<file path="src/rtl/conbus_rr.sv">
// Wishbone shared bus: NM masters, NS slaves, registered round-robin owner, top-bit decode,
// error termination of unmapped accesses. Define CONBUS_TIMEOUT_EN to add the stall timeout.
module conbus_rr #(
  parameter int unsigned                NM       = 4,
  parameter int unsigned                NS       = 6,
  parameter int unsigned                S_ADDR_W = 3,
  parameter logic [NS*S_ADDR_W-1:0]     S_ADDR   = {3'b110, 3'b101, 3'b100, 3'b010, 3'b001, 3'b000},
  parameter int unsigned                TIMEOUT  = 255
) (
  input  logic             sys_clk,
  input  logic             sys_rst_n,
  input  logic [NM*32-1:0] m_adr_i,
  input  logic [NM*32-1:0] m_dat_i,
  input  logic [NM*4-1:0]  m_sel_i,
  input  logic [NM*3-1:0]  m_cti_i,
  input  logic [NM-1:0]    m_we_i,
  input  logic [NM-1:0]    m_cyc_i,
  input  logic [NM-1:0]    m_stb_i,
  output logic [31:0]      m_dat_o,
  output logic [NM-1:0]    m_ack_o,
  output logic [NM-1:0]    m_err_o,
  output logic [31:0]      s_adr_o,
  output logic [31:0]      s_dat_o,
  output logic [3:0]       s_sel_o,
  output logic [2:0]       s_cti_o,
  output logic             s_we_o,
  output logic [NS-1:0]    s_cyc_o,
  output logic [NS-1:0]    s_stb_o,
  input  logic [NS*32-1:0] s_dat_i,
  input  logic [NS-1:0]    s_ack_i
);

  localparam int unsigned OW = (NM > 1) ? $clog2(NM) : 1;
  localparam int unsigned SW = (NS > 1) ? $clog2(NS) : 1;

  typedef enum logic [0:0] {ST_IDLE, ST_OWNED} state_e;

  state_e        state_q, state_d;
  logic [OW-1:0] owner_q, owner_d;
  logic [OW-1:0] ptr_q, ptr_d;
  logic [NM-1:0] err_q, err_d;
  logic          blk_q, blk_d;
  logic [31:0]   err_adr_q, err_adr_d;

  // Unpacked views of the flat buses so the owner/slave muxes index by a narrow select.
  logic [31:0] m_adr_arr [NM];
  logic [31:0] m_dat_arr [NM];
  logic [3:0]  m_sel_arr [NM];
  logic [2:0]  m_cti_arr [NM];
  logic [31:0] s_dat_arr [NS];

  for (genvar g = 0; g < NM; g++) begin : g_m_split
    assign m_adr_arr[g] = m_adr_i[g*32 +: 32];
    assign m_dat_arr[g] = m_dat_i[g*32 +: 32];
    assign m_sel_arr[g] = m_sel_i[g*4 +: 4];
    assign m_cti_arr[g] = m_cti_i[g*3 +: 3];
  end

  for (genvar g = 0; g < NS; g++) begin : g_s_split
    assign s_dat_arr[g] = s_dat_i[g*32 +: 32];
  end

  logic        owned;
  logic [31:0] own_adr;
  logic        own_cyc;
  logic        own_stb;

  assign owned   = (state_q == ST_OWNED);
  assign own_adr = m_adr_arr[owner_q];
  assign own_cyc = m_cyc_i[owner_q];
  assign own_stb = m_stb_i[owner_q];

  // Slave side always carries the current (or last) owner's request.
  assign s_adr_o = own_adr;
  assign s_dat_o = m_dat_arr[owner_q];
  assign s_sel_o = m_sel_arr[owner_q];
  assign s_cti_o = m_cti_arr[owner_q];
  assign s_we_o  = m_we_i[owner_q];

  // Round-robin scan starting just above the last owner.
  logic [OW-1:0] rr_idx [NM];
  logic          gnt_found;
  logic [OW-1:0] gnt_idx;

  always_comb begin
    // NOTE: every variable gets a default before any conditional write, so no latch is inferred.
    gnt_found = 1'b0;
    gnt_idx   = ptr_q;
    for (int i = 0; i < int'(NM); i++) begin
      rr_idx[i] = OW'((int'(ptr_q) + i + 1) % int'(NM));
      if (!gnt_found && m_cyc_i[rr_idx[i]]) begin
        gnt_found = 1'b1;
        gnt_idx   = rr_idx[i];
      end
    end
  end

  // Address decode; scanning downward lets the lowest matching index win.
  logic          hit;
  logic [SW-1:0] sel;

  always_comb begin
    hit = 1'b0;
    sel = '0;
    for (int k = int'(NS) - 1; k >= 0; k--) begin
      if (own_adr[31 -: S_ADDR_W] == S_ADDR[k*S_ADDR_W +: S_ADDR_W]) begin
        hit = 1'b1;
        sel = SW'(k);
      end
    end
  end

  logic sel_ok;
  logic slv_ack;
  logic unmap_fire;
  logic same_adr;
  logic to_fire;

  assign sel_ok     = owned && hit;
  assign slv_ack    = sel_ok && own_cyc && s_ack_i[sel];
  assign same_adr   = (own_adr == err_adr_q);
  // One err per unmapped request: blocked until stb drops, the address moves or ownership ends.
  assign unmap_fire = owned && own_cyc && own_stb && !hit && !(blk_q && same_adr);

  always_comb begin
    state_d = state_q;
    owner_d = owner_q;
    ptr_d   = ptr_q;
    unique case (state_q)
      ST_IDLE: begin
        if (gnt_found) begin
          state_d = ST_OWNED;
          owner_d = gnt_idx;
          ptr_d   = gnt_idx;
        end
      end
      ST_OWNED: begin
        if (!own_cyc) state_d = ST_IDLE;
      end
      default: state_d = ST_IDLE;
    endcase
  end

  always_comb begin
    blk_d     = unmap_fire || (blk_q && owned && own_cyc && own_stb && same_adr);
    err_adr_d = unmap_fire ? own_adr : err_adr_q;
    err_d     = '0;
    if (unmap_fire || to_fire) err_d[owner_q] = 1'b1;
  end

`ifdef CONBUS_TIMEOUT_EN
  localparam int unsigned CW = $clog2(TIMEOUT + 1);

  logic [CW-1:0] cnt_q, cnt_d;

  always_comb begin
    cnt_d   = cnt_q;
    to_fire = 1'b0;
    if (!owned || !own_cyc || slv_ack || unmap_fire) begin
      cnt_d = '0;
    end else if (own_stb) begin
      if (cnt_q == CW'(TIMEOUT - 1)) begin
        to_fire = 1'b1;
        cnt_d   = '0;
      end else begin
        cnt_d = cnt_q + 1'b1;
      end
    end
  end

  always_ff @(posedge sys_clk or negedge sys_rst_n) begin
    if (!sys_rst_n) cnt_q <= '0;
    else            cnt_q <= cnt_d;
  end
`else
  assign to_fire = 1'b0;
`endif

  // NOTE: state registers use non-blocking assignments so every flop samples pre-edge values.
  always_ff @(posedge sys_clk or negedge sys_rst_n) begin
    if (!sys_rst_n) begin
      state_q   <= ST_IDLE;
      owner_q   <= '0;
      ptr_q     <= OW'(NM - 1);
      err_q     <= '0;
      blk_q     <= 1'b0;
      err_adr_q <= '0;
    end else begin
      state_q   <= state_d;
      owner_q   <= owner_d;
      ptr_q     <= ptr_d;
      err_q     <= err_d;
      blk_q     <= blk_d;
      err_adr_q <= err_adr_d;
    end
  end

  // Strobes, ack and read data route only through the decoded slave of a live owner.
  always_comb begin
    s_cyc_o = '0;
    s_stb_o = '0;
    m_ack_o = '0;
    m_dat_o = '0;
    if (sel_ok) begin
      s_cyc_o[sel]     = own_cyc;
      s_stb_o[sel]     = own_stb;
      m_ack_o[owner_q] = slv_ack;
      m_dat_o          = s_dat_arr[sel];
    end
  end

  assign m_err_o = err_q;

endmodule

</file>
<file path="config.mk">
export PLATFORM = sky130hd
export DESIGN_NAME = conbus_rr
export DESIGN_NICKNAME = d
export VERILOG_FILES = /design/src/rtl/conbus_rr.sv
export SDC_FILE = /design/constraint.sdc
export NUM_CORES = 1
export LEC_CHECK = 0
export ABC_AREA = 0
export BUFFER_PORTS_ARGS = -buffer_cell sky130_fd_sc_hd__buf_4
export CORE_AREA = 2 2 241 243
export DETAILED_ROUTE_END_ITERATION = 10
export DIE_AREA = 0 0 243 245
export PLACE_DENSITY = 0.43
export SLEW_MARGIN = 20
export SYNTH_ARGS = -nofsm -noshare
export SYNTH_HDL_FRONTEND = slang
export SYNTH_SLANG_ARGS = --single-unit
export TNS_END_PERCENT = 5
</file>
<file path="constraint.sdc">
create_clock -name sys_clk -period 7.1 [get_ports sys_clk]
set_input_delay 0.71 -clock sys_clk [delete_from_list [all_inputs] [get_ports sys_clk]]
set_output_delay 0.71 -clock sys_clk [all_outputs]
set_load 0.05 [all_outputs]
</file>
== Yosys cells after proc, flatten, opt, wreduce, memory -nomap -nowiden ==
Cells that the tools add are included.
Word-level totals
  flip-flop bits (word level): 42
  output and inout port bits: 124
  input bits: 496
Cells by class
  reduce and logical (&&, ||, !) cells: 25
  eq/ne operators: 6
  add/sub/neg operators: 6
  bitwise logic cells: 6
  order comparisons: 10
  multiplexer cells: 63
Operators by type and width (number)
  $mux W32: 7
  $bmux W32 S2: 2
  $bmux W32 S3: 1
  $eq A32 B32 Y1: 1
  $mux W3: 8
  $mux W1: 22
  $logic_and A1 B1 Y1: 17
  $mux W4: 4
  $lt A2 B3 Y1 const B: 5
  $bmux W1 S2: 7
  $and A6 B6 Y6: 2
  $mux W6: 2
  $eq A3 B3 Y1 const B: 3
  $add A2 B1 Y2 const B: 4
  $bmux W4 S2: 1
  $mux W2: 4
  $bmux W3 S2: 1
  $logic_not A1 Y1: 5
  $add A2 B2 Y2 const B: 2
  $and A4 B4 Y4: 1
  $ge A4 B4 Y1 const B: 1
  $lt A3 B4 Y1 const B: 1
  $not A3 Y4: 1
  $bmux W1 S3: 1
  other kinds (13): 13

== Depth between registers and ports, before layout ==
Gate-level depths: netlist of run 1.
  depth after elaboration: 17
  gate-level depth with buffers: 11
  mapped depth without buffers: 7

== Worst setup path before layout of run 1 ==
Ideal clock, no wire load.
  path type: input to output
  start: input m_adr_i[61]
  end: output m_dat_o[10]
  required time: 6.390 ns
  setup slack: 2.680 ns
  arrival time: 3.710 ns
  stages on the path: 9
  cell sequence: mux4_1 buf_2 nand2_1 a21boi_0 buf_2 buf_2 mux2i_1 nor2_1 a211oi_1
Between the ends
  word-level cells in the longest chain between the ends: 15
  elaborated cells between the ends (all ways): 27
Ends and longest elaborated chain
  start: declaration: line 12  | input logic [NM*32-1:0] m_adr_i,
  $bmux W32 S2 (*): line 69  | assign own_adr = m_adr_arr[owner_q];
  $mux W32 (not written as such) (*) (2 in a row): line 69
  via s_adr_o[29]: line 22  | output logic [31:0] s_adr_o,
  $eq A3 B3 Y1: line 106  | if (own_adr[31 -: S_ADDR_W] == S_ADDR[k*S_ADDR_W +: S_ADDR_W]) begin
  $mux W3 (6 in a row): line 106
  $not A3 Y4 (not written as such): line 208  | m_dat_o = s_dat_arr[sel];
  $bmux W32 S3: line 208
  $mux W32 (not written as such) (2 in a row): line 208
  $mux W32 (*): line 204  | if (sel_ok) begin
  end: declaration: line 19  | output logic [31:0] m_dat_o,
The timed path passes the listed nets; every way through them passes the cells marked *. The select of a mux whose other input is x is not followed.

== Worst setup path after layout of run 1 ==
  start: register owner_q[1]
  end: output m_dat_o[21]
Between the ends
  word-level cells in the longest chain between the ends: 16
  elaborated cells between the ends (all ways): 28
Ends and longest elaborated chain
  start: declaration: line 39  | logic [OW-1:0] owner_q, owner_d;
  start signal: assignment: line 190  | owner_q <= owner_d;
  $not A2 Y3 (not written as such) (*): line 69
  $bmux W32 S2 (*): line 69
  $mux W32 (not written as such) (*) (2 in a row): line 69
  $eq A3 B3 Y1: line 106
  $mux W3 (6 in a row): line 106
  $not A3 Y4 (not written as such): line 208
  $bmux W32 S3: line 208
  $mux W32 (not written as such) (2 in a row): line 208
  $mux W32 (*): line 204
Every way passes the cells marked *; elsewhere a longest branch is shown, timed or not. The select of a mux whose other input is x is not followed.

==> results.md, run 1 <==
- Post-route ant nets: 0
- Crit path DAT: 4.30 ns
- VDD IR max: 232 uV
- Initial core utilization: 10.8%
- Final-stage net count: 1638
- Core Rows: 88
- Vias in the first global route: 7794
- Clock Sinks: 42
- RSZ-0062 raised after global routing: false
- Most used DFF post-synth: dfrtp_1
- Worst slew margin: 42.7%
- Yosys reg bits: 42
- Asr flop ratio synth: 100%
- Die H: 245 microns
- Drt first pass iters: 4
- DRC: 0
- Power per cell area: 487 nW/um^2
- Period minus WS final: 5.01 ns
- Sequential area share after synthesis: 17.1%
- CTS Buf Count: 5
- Via Count: 7264
- Post-detail-place hpwl: 33.3 mm
- Synth Instances: 558
- IO Count: 620
- CTS Hold Bufs: 0
- Final Cycle Share: 70.5%
- Worst path max stage delay: 0.83 ns
- Slowest CP cell: dfrtp_4
- Cell repeated most along the worst path: mux2i_1
- Worst EP required: 6.39 ns
- Placer Congestion: 0.908
- CP Class: reg -> out
- Syn nets: 1054
- Buffers & Inverters on Critical Path: 2
- Fin worst setup slack: 2.09 ns
- WL final: 38.5 mm
- Post-cts sizing count: 0
- CTS tree: done
- Pre-CTS setup slack: 2.32 ns
- Clk_lat worst skew: 0.30 ns
- Root Buffer: clkbuf_16
- Ys Warns: 0
- Register area: 1060 sq um
- Antenna violations before repair: 5
- EDFF count, synth: 0
- Power Total: 5.72 mW
- Post-CTS Setup Repair Bufs: 0
- Hold Fails Final Rpt: 0
- Min-Delay Path Class: in -> async
- Max Clk Rate: 200 MHz
- Setup TNS: 0 ns
- Area of the die: 59500 sq um
- Critical Path, Cell by Cell: mux4_1 > nand2b_1 > a21boi_4 > buf_12 > mux2i_1 > mux2i_1 > nor2_1 > a211oi_1 > buf_4
- Hold_ws: 0.414 ns
- Outcome: finished, final reports clean
- Number of buffer cells added on primary ports: 619
- Core Footprint: 57000 sq um
- Clock Skews: 0.00951 ns
- Global-route wire length before repair: 53.4 mm
- Synth unique cells: 54
- Area of the multi-input gates: 4800 sq um
- Layout area overhead: 90.7%
- Via density: 3.80
- Syn Std Cell Area: 6160 sq um
- Wirelength per Cell: 20.1 microns
- Syn Area/Cell: 11.0 sq um
- Die width: 243 microns
- # setup viols final: 0
- Crit-path leading delay family: multiplexers
- GRT Total Usage: 12.1%
- CP Capture Type: output port
- Measured slew at the worst slew-check pin: 0.857 ns
- CP Launch Type: flop
- P_leak: 5.56 nW
- Max-cap violations: 0
- DRT iter0 DRCs: 232
- Worst-path clk slew: 0.07 ns
- Fill cells: 6335
- Global route overflow: 0
- H-Tree Depth: 2
- Share of post-route cells with drive strength above 1: 64.7%
- Slew Viols, Final: 0
- Clock buffer depth: 2
- Largest net degree at the start of global routing: 59
- Crit Path Max Fanout: 40
## worst reg2reg max path, stage by stage, from the launching register on
cell and delay, ns:
dfrtp_4 0.83, buf_4 0.74, mux2i_1 0.51, nor3_1 0.12, or4_1 0.51, nor4_2 0.30
nand4_2 0.18, nand2_4 0.52, mux2_2 0.42
## metrics by stage
step | cell area (sq um) | cells | util, %
after floorplan | 6160 | 558 | -
after global placement | 11600 | 1900 | 20.3
after detailed placement | 11600 | 1900 | 20.3
after CTS | 11700 | 1908 | 20.6
after global routing | 11700 | 1912 | 20.6
final | 11800 | 1913 | 20.6
## synth_stat cells (2+ instances only)
cell	n	area, sq um
mux2i_1	149	1490
mux4_2	64	1440
nor2_1	58	218
dfrtp_1	40	1000
a211oi_1	32	240
xnor2_1	26	228
mux2_4	20	300
buf_2	19	95.1
clkbuf_1	14	52.6
nand2_1	13	48.8
nor3_1	10	50.1
a21oi_1	9	45.0
nand2b_1	9	56.3
buf_4	8	60.1
mux2_2	7	78.8
inv_1	5	18.8
nand3_1	5	25.0
nand4_1	5	31.3
o22ai_1	5	31.3
mux2_1	4	45.0
mux4_1	4	105
o21ai_0	4	20.0
a211o_1	3	26.3
a21o_1	3	22.5
buf_1	3	11.3
buf_12	3	60.1
nor2b_1	3	18.8
a21boi_0	2	15.0
a221o_1	2	20.0
buf_6	2	22.5
dfstp_2	2	52.6
nor4_2	2	25.0
xor2_1	2	17.5
## cells in the final DEF (no fill, tap or decap), drive strengths merged, types with 3 or more instances in the layout
master	Yosys	final
a21boi	3	3
nand4	6	6
nor2b	3	3
o21ai	4	4
xnor2	26	26
mux2i	149	149
nor3	10	10
mux4	68	68
buf	36	627
nand2	14	14
mux2	31	31
nand2b	9	9
inv	6	6
a211oi	32	32
dfrtp	40	40
diode	0	5
a21oi	10	10
a21o	3	3
clkbuf	14	6
a211o	3	3
nand3	5	5
nor2	58	58
o22ai	5	5
## final cells by class
| cell class | count | share of cell area (%) |
|---|---|---|
| Multi-Input combinational cell | 460 | 40.8 |
| Clock inverter | 2 | 0.319 |
| Timing Repair Buffer | 627 | 40.3 |
| Inverter | 6 | 0.192 |
| Sequential cell | 42 | 9.03 |
| Tap cell | 765 | 8.15 |
| Clock buffer | 6 | 1.10 |
| Antenna cell | 5 | 0.106 |
## worst paths after layout
| check | from | slack [ns] | end | cells after the start |
|---|---|---|---|---|
| max | owner_q[1]$_DFFE_PN0P_ | 2.09 | m_dat_o[21] | 9 |
| min | sys_rst_n | 0.41 | err_adr_q[10]$_DFFE_PN0P_ | 1 |
| max reg2reg | owner_q[1]$_DFFE_PN0P_ | 2.86 | err_adr_q[5]$_DFFE_PN0P_ | 8 |
| min reg2reg | err_adr_q[30]$_DFFE_PN0P_ | 0.50 | err_adr_q[30]$_DFFE_PN0P_ | 1 |
| max in group asynchronous | sys_rst_n | 6.18 | owner_q[1]$_DFFE_PN0P_ | 1 |
| min in group sys_clk | err_adr_q[30]$_DFFE_PN0P_ | 0.50 | err_adr_q[30]$_DFFE_PN0P_ | 1 |
## cells by family after synthesis
family | share of synthesized area (%)
flip-flops | 17.1
XOR/XNOR | 3.98
buffers and inverters | 5.50
multiplexers | 56.2
AO/OA/AOI/OAI | 8.85
AND/OR/NAND/NOR | 8.39
## sequential cells by signal, summed over array words and instances, names as in the netlist
signal     cells
owned          1
ptr_q          2
err_adr_q     32
blk_q          1
owner_q        2
m_err_o        4
## per-layer routing
metal  global-route usage, %  up-vias  part of all wire (%)
met5                       0        -                 0.034
met4                    4.20        2                   3.3
met3                    2.64       38                   7.2
met2                    22.8      395                    53
met1                    13.4     3458                    37
li1                        -     3371                     -
## power by group
group / internal (mW) / leakage, nW / total [mW] / switching, mW
clock: 0.167 / 0.0771 / 0.274 / 0.107
sequential: 0.354 / 0.509 / 0.508 / 0.154
combinational: 1.84 / 4.97 / 4.94 / 3.09
No activity file was read; power rests on OpenSTA's default activity.
==> run 2, diff against run 1 <==
Settings changed: CORE_AREA 2 2 241 243 to 2 2 240 242, DIE_AREA 0 0 243 245 to 0 0 242 244, PLACE_DENSITY 0.43 to 0.45.
Clock period 7.1 ns to 4.2 ns, I/O delays scaled along.
==> run 2 against run 1 <==
Net effect:
- routed wire length grew 7.9%
- global-route usage rose by 1.2 points
- clock skew is 0.0053 ns higher
- first-iteration DRC count decreased by 6.9%
- total power rose by 71%
- flip-flop and latch count did not move
- non-clock buffer count is 10 higher
==> results.md, run 2 (synthesized netlist as in run 1, its figures left out) <==
- Worst path max stage delay: 0.69 ns (-0.14 ns)
- Fin util: 21.1% (+0.45 points)
- Vias in the first global route: 8149 (+4.6%)
- VDD IR max: 432 uV (+86%)
- RR Endpoint: err_adr_q[3]$_DFFE_PN0P_
- Clock Skews: 0.0148 ns (+0.00530 ns)
- Drt first pass iters: 4 (unchanged)
- Most crowded layer after global routing: met2
- Wirelength per Cell: 21.7 microns (+7.6%)
- H-Tree Depth: 2 (unchanged)
- # setup viols final: 0 (unchanged)
- CP Capture Type: output port
- CTS tree: done
- Most common cell after layout, fill and taps aside: buf_4
- Hold Fails Final Rpt: 0 (unchanged)
- RSZ-0062 raised after global routing: false
- Power Total: 9.77 mW (+71%)
- Met1 usage: 14.4% (+0.96 points)
- WL final: 41.5 mm (+7.9%)
- Most frequent cells in the layout: buf_4, mux2i_1, mux4_2, nor2_1, dfrtp_1
- Layout area overhead: 91.9%
- Worst slew margin: 39.7% (-3.1 points)
- Slew Viols, Final: 0 (unchanged)
- Core Rows: 87 (-1.1%)
- Clock buffer depth: 2 (unchanged)
- Via density: 3.83 (+0.76%)
- Global route overflow: 0 (unchanged)
- CTS Buf Count: 5 (unchanged)
- Post-route ant nets: 0 (unchanged)
- Root Buffer: clkbuf_16
- Measured slew at the worst slew-check pin: 0.904 ns (+0.0473 ns)
- Core Footprint: 56200 sq um (-1.5%)
- Largest net degree at the start of global routing: 89 (+51%)
- Reg2Reg Depth: 8 (unchanged)
- Antenna violations before repair: 15 (+10)
- Final Cycle Share: 91.7%
- Max Clk Rate: 260 MHz
- CTS Hold Bufs: 0 (unchanged)
- Crit Path Max Fanout: 36 (-10%)
- Area of the die: 59000 sq um (-0.82%)
- DRC: 0 (unchanged)
- CP Launch Type: flop
- Final-stage net count: 1648 (+0.61%)
- IO Count: 620 (unchanged)
- P_leak: 5.61 nW (+0.90%)
- Crit-path leading delay family: multiplexers
- Clock Sinks: 42 (unchanged)
- Worst R2R Setup Slack: 0.58 ns (-2.28 ns)
- Hold_ws: 0.127 ns (-0.288 ns)
- Post-detail-place hpwl: 36.7 mm (+10%)
- Buffers & Inverters on Critical Path: 2 (unchanged)
- Via Count: 7338 (+1.0%)
- Critical Path, Cell by Cell: mux4_2 > nand2b_1 > a21boi_4 > buf_12 > mux2i_1 > mux2i_1 > nor2_1 > a211oi_1 > buf_4
- DRT iter0 DRCs: 216 (-6.9%)
- RR Startpoint: owner_q[0]$_DFFE_PN0P_
- Post-placement cell area: 11600 sq um (+0.66%)
- Die H: 244 microns (-0.41%)
- Cell repeated most along the worst path: mux2i_1
- Met2 GRT Util: 26.0% (+3.2 points)
- Outcome: finished, final reports clean
- Post-CTS Setup Repair Bufs: 0 (unchanged)
- GRT Total Usage: 13.4% (+1.2 points)
- Worst EP required: 3.78 ns (-2.61 ns)
- Share of post-route cells with drive strength above 1: 65.1% (+0.39 points)
- Number of buffer cells added on primary ports: 619 (unchanged)
- Initial core utilization: 11.0% (+0.17 points)
- Die width: 242 microns (-0.41%)
- Post-route cell area: 11800 sq um (+0.64%)
- Period minus WS final: 3.85 ns
- Post-cts sizing count: 0 (unchanged)
- Max-cap violations: 0 (unchanged)
- CP Class: reg -> out
- Min-Delay Path Class: in -> async
- Clk_lat worst skew: 0.29 ns (about the same)
- Slowest CP cell: mux4_2
- Setup TNS: 0 ns (unchanged)
- Power per cell area: 826 nW/um^2 (+70%)
- Met3 GRT Util: 3.01% (+0.37 points)
- Placer Congestion: 0.914 (+0.65%)
- Crit path DAT: 3.43 ns (-0.87 ns)
- Biggest register: err_adr_q
- Global-route wire length before repair: 57.7 mm (+8.0%)
- Worst-path clk slew: 0.08 ns (about the same)
- Max reg flops: 32 (unchanged)
==> run 2: layer usage <==
layer | vias up | share of wire [%]
li1 | 3396 | -
met1 | 3514 | 37
met5 | - | 0.17
met4 | 12 | 2.4
met3 | 40 | 6.5
met2 | 376 | 54
==> run 2: stage by stage <==
step           instances  setup WS, ns
6_report            1918         0.350
2_1_floorplan        558         0.265
3_3_place_gp        1901         0.570
4_1_cts             1909         0.291
5_1_grt             1916         0.126
3_5_place_dp        1901         0.530
==> run 2: power by group <==
| part | total, mW | leakage (nW) | internal (mW) | switching (mW) |
|---|---|---|---|---|
| registers | 0.801 | 0.509 | 0.600 | 0.201 |
| logic | 8.55 | 5.02 | 3.19 | 5.35 |
| clock network | 0.421 | 0.0735 | 0.239 | 0.182 |
| total | 9.77 | 5.61 | 4.03 | 5.74 |
==> run 2: how the worst max path moves through the flow <==
stage | from | endpoint | slack, ns | cells after the start
floorplan | owner_q[0]$_DFFE_PN0P_ | m_dat_o[10] | 0.26 | 8
global placement | owner_q[0]$_DFFE_PN0P_ | err_adr_q[3]$_DFFE_PN0P_ | 0.57 | 8
detailed placement | owner_q[0]$_DFFE_PN0P_ | err_adr_q[6]$_DFFE_PN0P_ | 0.53 | 8
CTS | owner_q[0]$_DFFE_PN0P_ | m_dat_o[23] | 0.29 | 9
global route | owner_q[0]$_DFFE_PN0P_ | m_dat_o[23] | 0.13 | 9
finish | owner_q[0]$_DFFE_PN0P_ | m_dat_o[23] | 0.35 | 9
==> run 2: worst reg2reg max path: stages, from the launching register on <==
cell,delay [ns]
dfrtp_4,0.54
buf_12,0.44
mux4_1,0.75
xnor2_1,0.17
nand2_1,0.14
a2111oi_2,0.34
nand4_2,0.19
nand2_4,0.52
mux2_2,0.41
==> run 2: layout make-up <==
type / count / area (sq um)
Antenna cell: 9 / 22.5
Clock buffer: 6 / 139
Clock inverter: 2 / 16.3
Fill cell: 6254 / 44300
Inverter: 6 / 22.5
Multi-Input combinational cell: 460 / 4800
Sequential cell: 42 / 1060
Tap cell: 756 / 946
Timing Repair Buffer: 637 / 4820
==> run 3, diff against run 2 <==
Settings changed: REMOVE_ABC_BUFFERS set to 1.
==> run 3 against run 2 <==
Net effect:
- final area grew 0.82%
- clock power grew 10%
- register-to-register slack lost 0.04 ns
- maximum frequency shrank 1.3%
- worst setup slack lost 0.052 ns
- combinational power grew 1%
- core utilization grew 0.17 points
- die area is the same
- flip-flop and latch count is the same
- count of clock-buffer cells in the layout shrank 1
- non-clock buffer count grew 6
- critical path type unchanged
- largest cell class unchanged
- largest power group unchanged
==> results.md, run 3 (synthesized netlist as in run 1, its figures left out) <==
- Outcome: finished, final reports clean
- Slowest CP cell: mux4_1
- Met1 usage: 14.7% (+0.35 points)
- Post-cts sizing count: 0 (unchanged)
- Period minus WS final: 3.90 ns (+0.0521 ns)
- Int Pwr: 4.11 mW (+1.9%)
- Clk_lat worst skew: 0.29 ns (about the same)
- Clock Sinks: 42 (unchanged)
- Number of buffer cells added on primary ports: 619 (unchanged)
- Most frequent cells in the layout: buf_4, mux2i_1, mux4_2, nor2_1, dfrtp_1
- Die H: 244 microns (unchanged)
- Final Cycle Share: 92.9% (+1.2 points)
- Die width: 242 microns (unchanged)
- Most common cell after layout, fill and taps aside: buf_4
- Buffers & Inverters on Critical Path: 4 (+2)
- Power per cell area: 833 nW/um^2 (+0.88%)
- Core Rows: 87 (unchanged)
- Post-route ant nets: 0 (unchanged)
- Post-CTS Setup Repair Bufs: 0 (unchanged)
- Measured slew at the worst slew-check pin: 0.752 ns (-0.153 ns)
- Worst-path clk slew: 0.07 ns (about the same)
- Worst EP required: 3.78 ns (about the same)
- Max-cap violations: 0 (unchanged)
- Layout area overhead: 93.5%
- CP Capture Type: output port
- Global-route wire length before repair: 66.1 mm (+15%)
- Biggest register: err_adr_q
- RSZ-0062 raised after global routing: false
- CP Class: reg -> out
- Crit path DAT: 3.48 ns (+0.05 ns)
- Met2 GRT Util: 33.9% (+7.9 points)
- Clock Skews: 0.00786 ns (-0.00695 ns)
- Hold Fails Final Rpt: 0 (unchanged)
- Worst slew margin: 48.5% (+8.8 points)
- CTS tree: done
- Placer Congestion: 0.888 (-2.8%)
- GRT Total Usage: 16.0% (+2.7 points)
- Cell repeated most along the worst path: buf_4
- Most crowded layer after global routing: met2
- Share of total power in combinational logic: 87.1% (-0.4 points)
- Post-detail-place hpwl: 44.6 mm (+22%)
- Initial core utilization: 11.0% (unchanged)
- VDD IR max: 589 uV (+36%)
- Max reg flops: 32 (unchanged)
- Switching Share: 58.6% (-0.076 points)
- Power Total: 9.93 mW (+1.7%)
- Crit Path Max Fanout: 56 (+56%)
- Largest net degree at the start of global routing: 57 (-36%)
- Clock buffer depth: 2 (unchanged)
- H-Tree Depth: 2 (unchanged)
- Drt first pass iters: 6 (+2)
- Flop pwr share: 8.3% (about the same)
- Antenna violations before repair: 22 (+7)
- Area of the die: 59000 sq um (unchanged)
- Net Sw Power: 5.83 mW (+1.6%)
- Global route overflow: 0 (unchanged)
- Max Clk Rate: 256 MHz (-1.3%)
- CTS Hold Bufs: 0 (unchanged)
- Via Count: 7514 (+2.4%)
- DRC: 0 (unchanged)
- WL final: 49.3 mm (+19%)
- P_leak: 5.66 nW (+0.98%)
- Root Buffer: clkbuf_16
- # setup viols final: 0 (unchanged)
- Min-Delay Path Class: in -> async
- Crit-path leading delay family: buffers and inverters
- Core Footprint: 56200 sq um (unchanged)
- Critical Path, Cell by Cell: mux4_1 > buf_4 > nand2b_1 > a21boi_4 > buf_12 > buf_4 > mux2i_1 > mux2i_1 > nor2_1 > a211oi_1 > buf_4
- IO Count: 620 (unchanged)
- DRT iter0 DRCs: 201 (-6.9%)
- Worst path max stage delay: 0.60 ns (-0.09 ns)
- CTS Buf Count: 5 (unchanged)
- Final-stage net count: 1654 (+0.36%)
- Share of post-route cells with drive strength above 1: 65.3% (+0.18 points)
- Setup TNS: 0 ns (unchanged)
- CP Launch Type: flop
- Vias in the first global route: 8301 (+1.9%)
- Wirelength per Cell: 25.6 microns (+18%)
- Met3 GRT Util: 3.29% (+0.29 points)
- Clk pwr share: 4.7% (+0.4 points)
- Via density: 3.91 (+2.1%)
- Slew Viols, Final: 0 (unchanged)
## run 3: routing by layer
layer | part of all wire (%) | vias up
li1 | - | 3398
met1 | 32 | 3616
met5 | 0.055 | -
met4 | 4.4 | 4
met2 | 58 | 438
met3 | 6.0 | 58
## run 3: worst paths after layout
check,from,depth (start not counted),end,slack (ns)
hold / removal,sys_rst_n,1,err_adr_q[28]$_DFFE_PN0P_,0.12
setup reg to reg,owner_q[1]$_DFFE_PN0P_,9,err_adr_q[5]$_DFFE_PN0P_,0.54
min in group sys_clk,err_adr_q[30]$_DFFE_PN0P_,1,err_adr_q[30]$_DFFE_PN0P_,0.49
max in group asynchronous,sys_rst_n,1,owner_q[1]$_DFFE_PN0P_,3.61
setup / recovery,owner_q[0]$_DFFE_PN0P_,11,m_dat_o[13],0.30
hold reg to reg,err_adr_q[30]$_DFFE_PN0P_,1,err_adr_q[30]$_DFFE_PN0P_,0.49
## run 3: power groups by stage
stage          combinational, mW  sequential (mW)  clock, mW
2_1_floorplan               5.62            0.995          0
3_3_place_gp                8.78            0.815          0
3_5_place_dp                8.83            0.823          0
4_1_cts                     8.83            0.821      0.478
5_1_grt                     9.13            0.854      0.492
6_report                    8.65            0.821      0.463
## run 3: through the flow
step                      instance area (sq um)  hold WS [ns]  utilization (%)  setup WS, ns  instances
after global routing                      11900         0.184             21.2         0.132       1921
after global placement                    11700         0.477             20.9         0.506       1907
after detailed placement                  11700         0.477             20.9         0.402       1907
after CTS                                 11900         0.157             21.2         0.296       1915
after floorplan                            5850         0.124                -         -8.79        508
final                                     11900         0.125             21.2         0.298       1924
## run 3: final cells by class
type / instances / area [sq um]
clock buffer: 5 / 125
multi-input combinational: 460 / 4800
fill: 6237 / 44200
antenna: 9 / 22.5
tap: 756 / 946
timing repair buffer: 643 / 4900
sequential: 42 / 1060
clock inverter: 3 / 43.8
inverter: 6 / 22.5
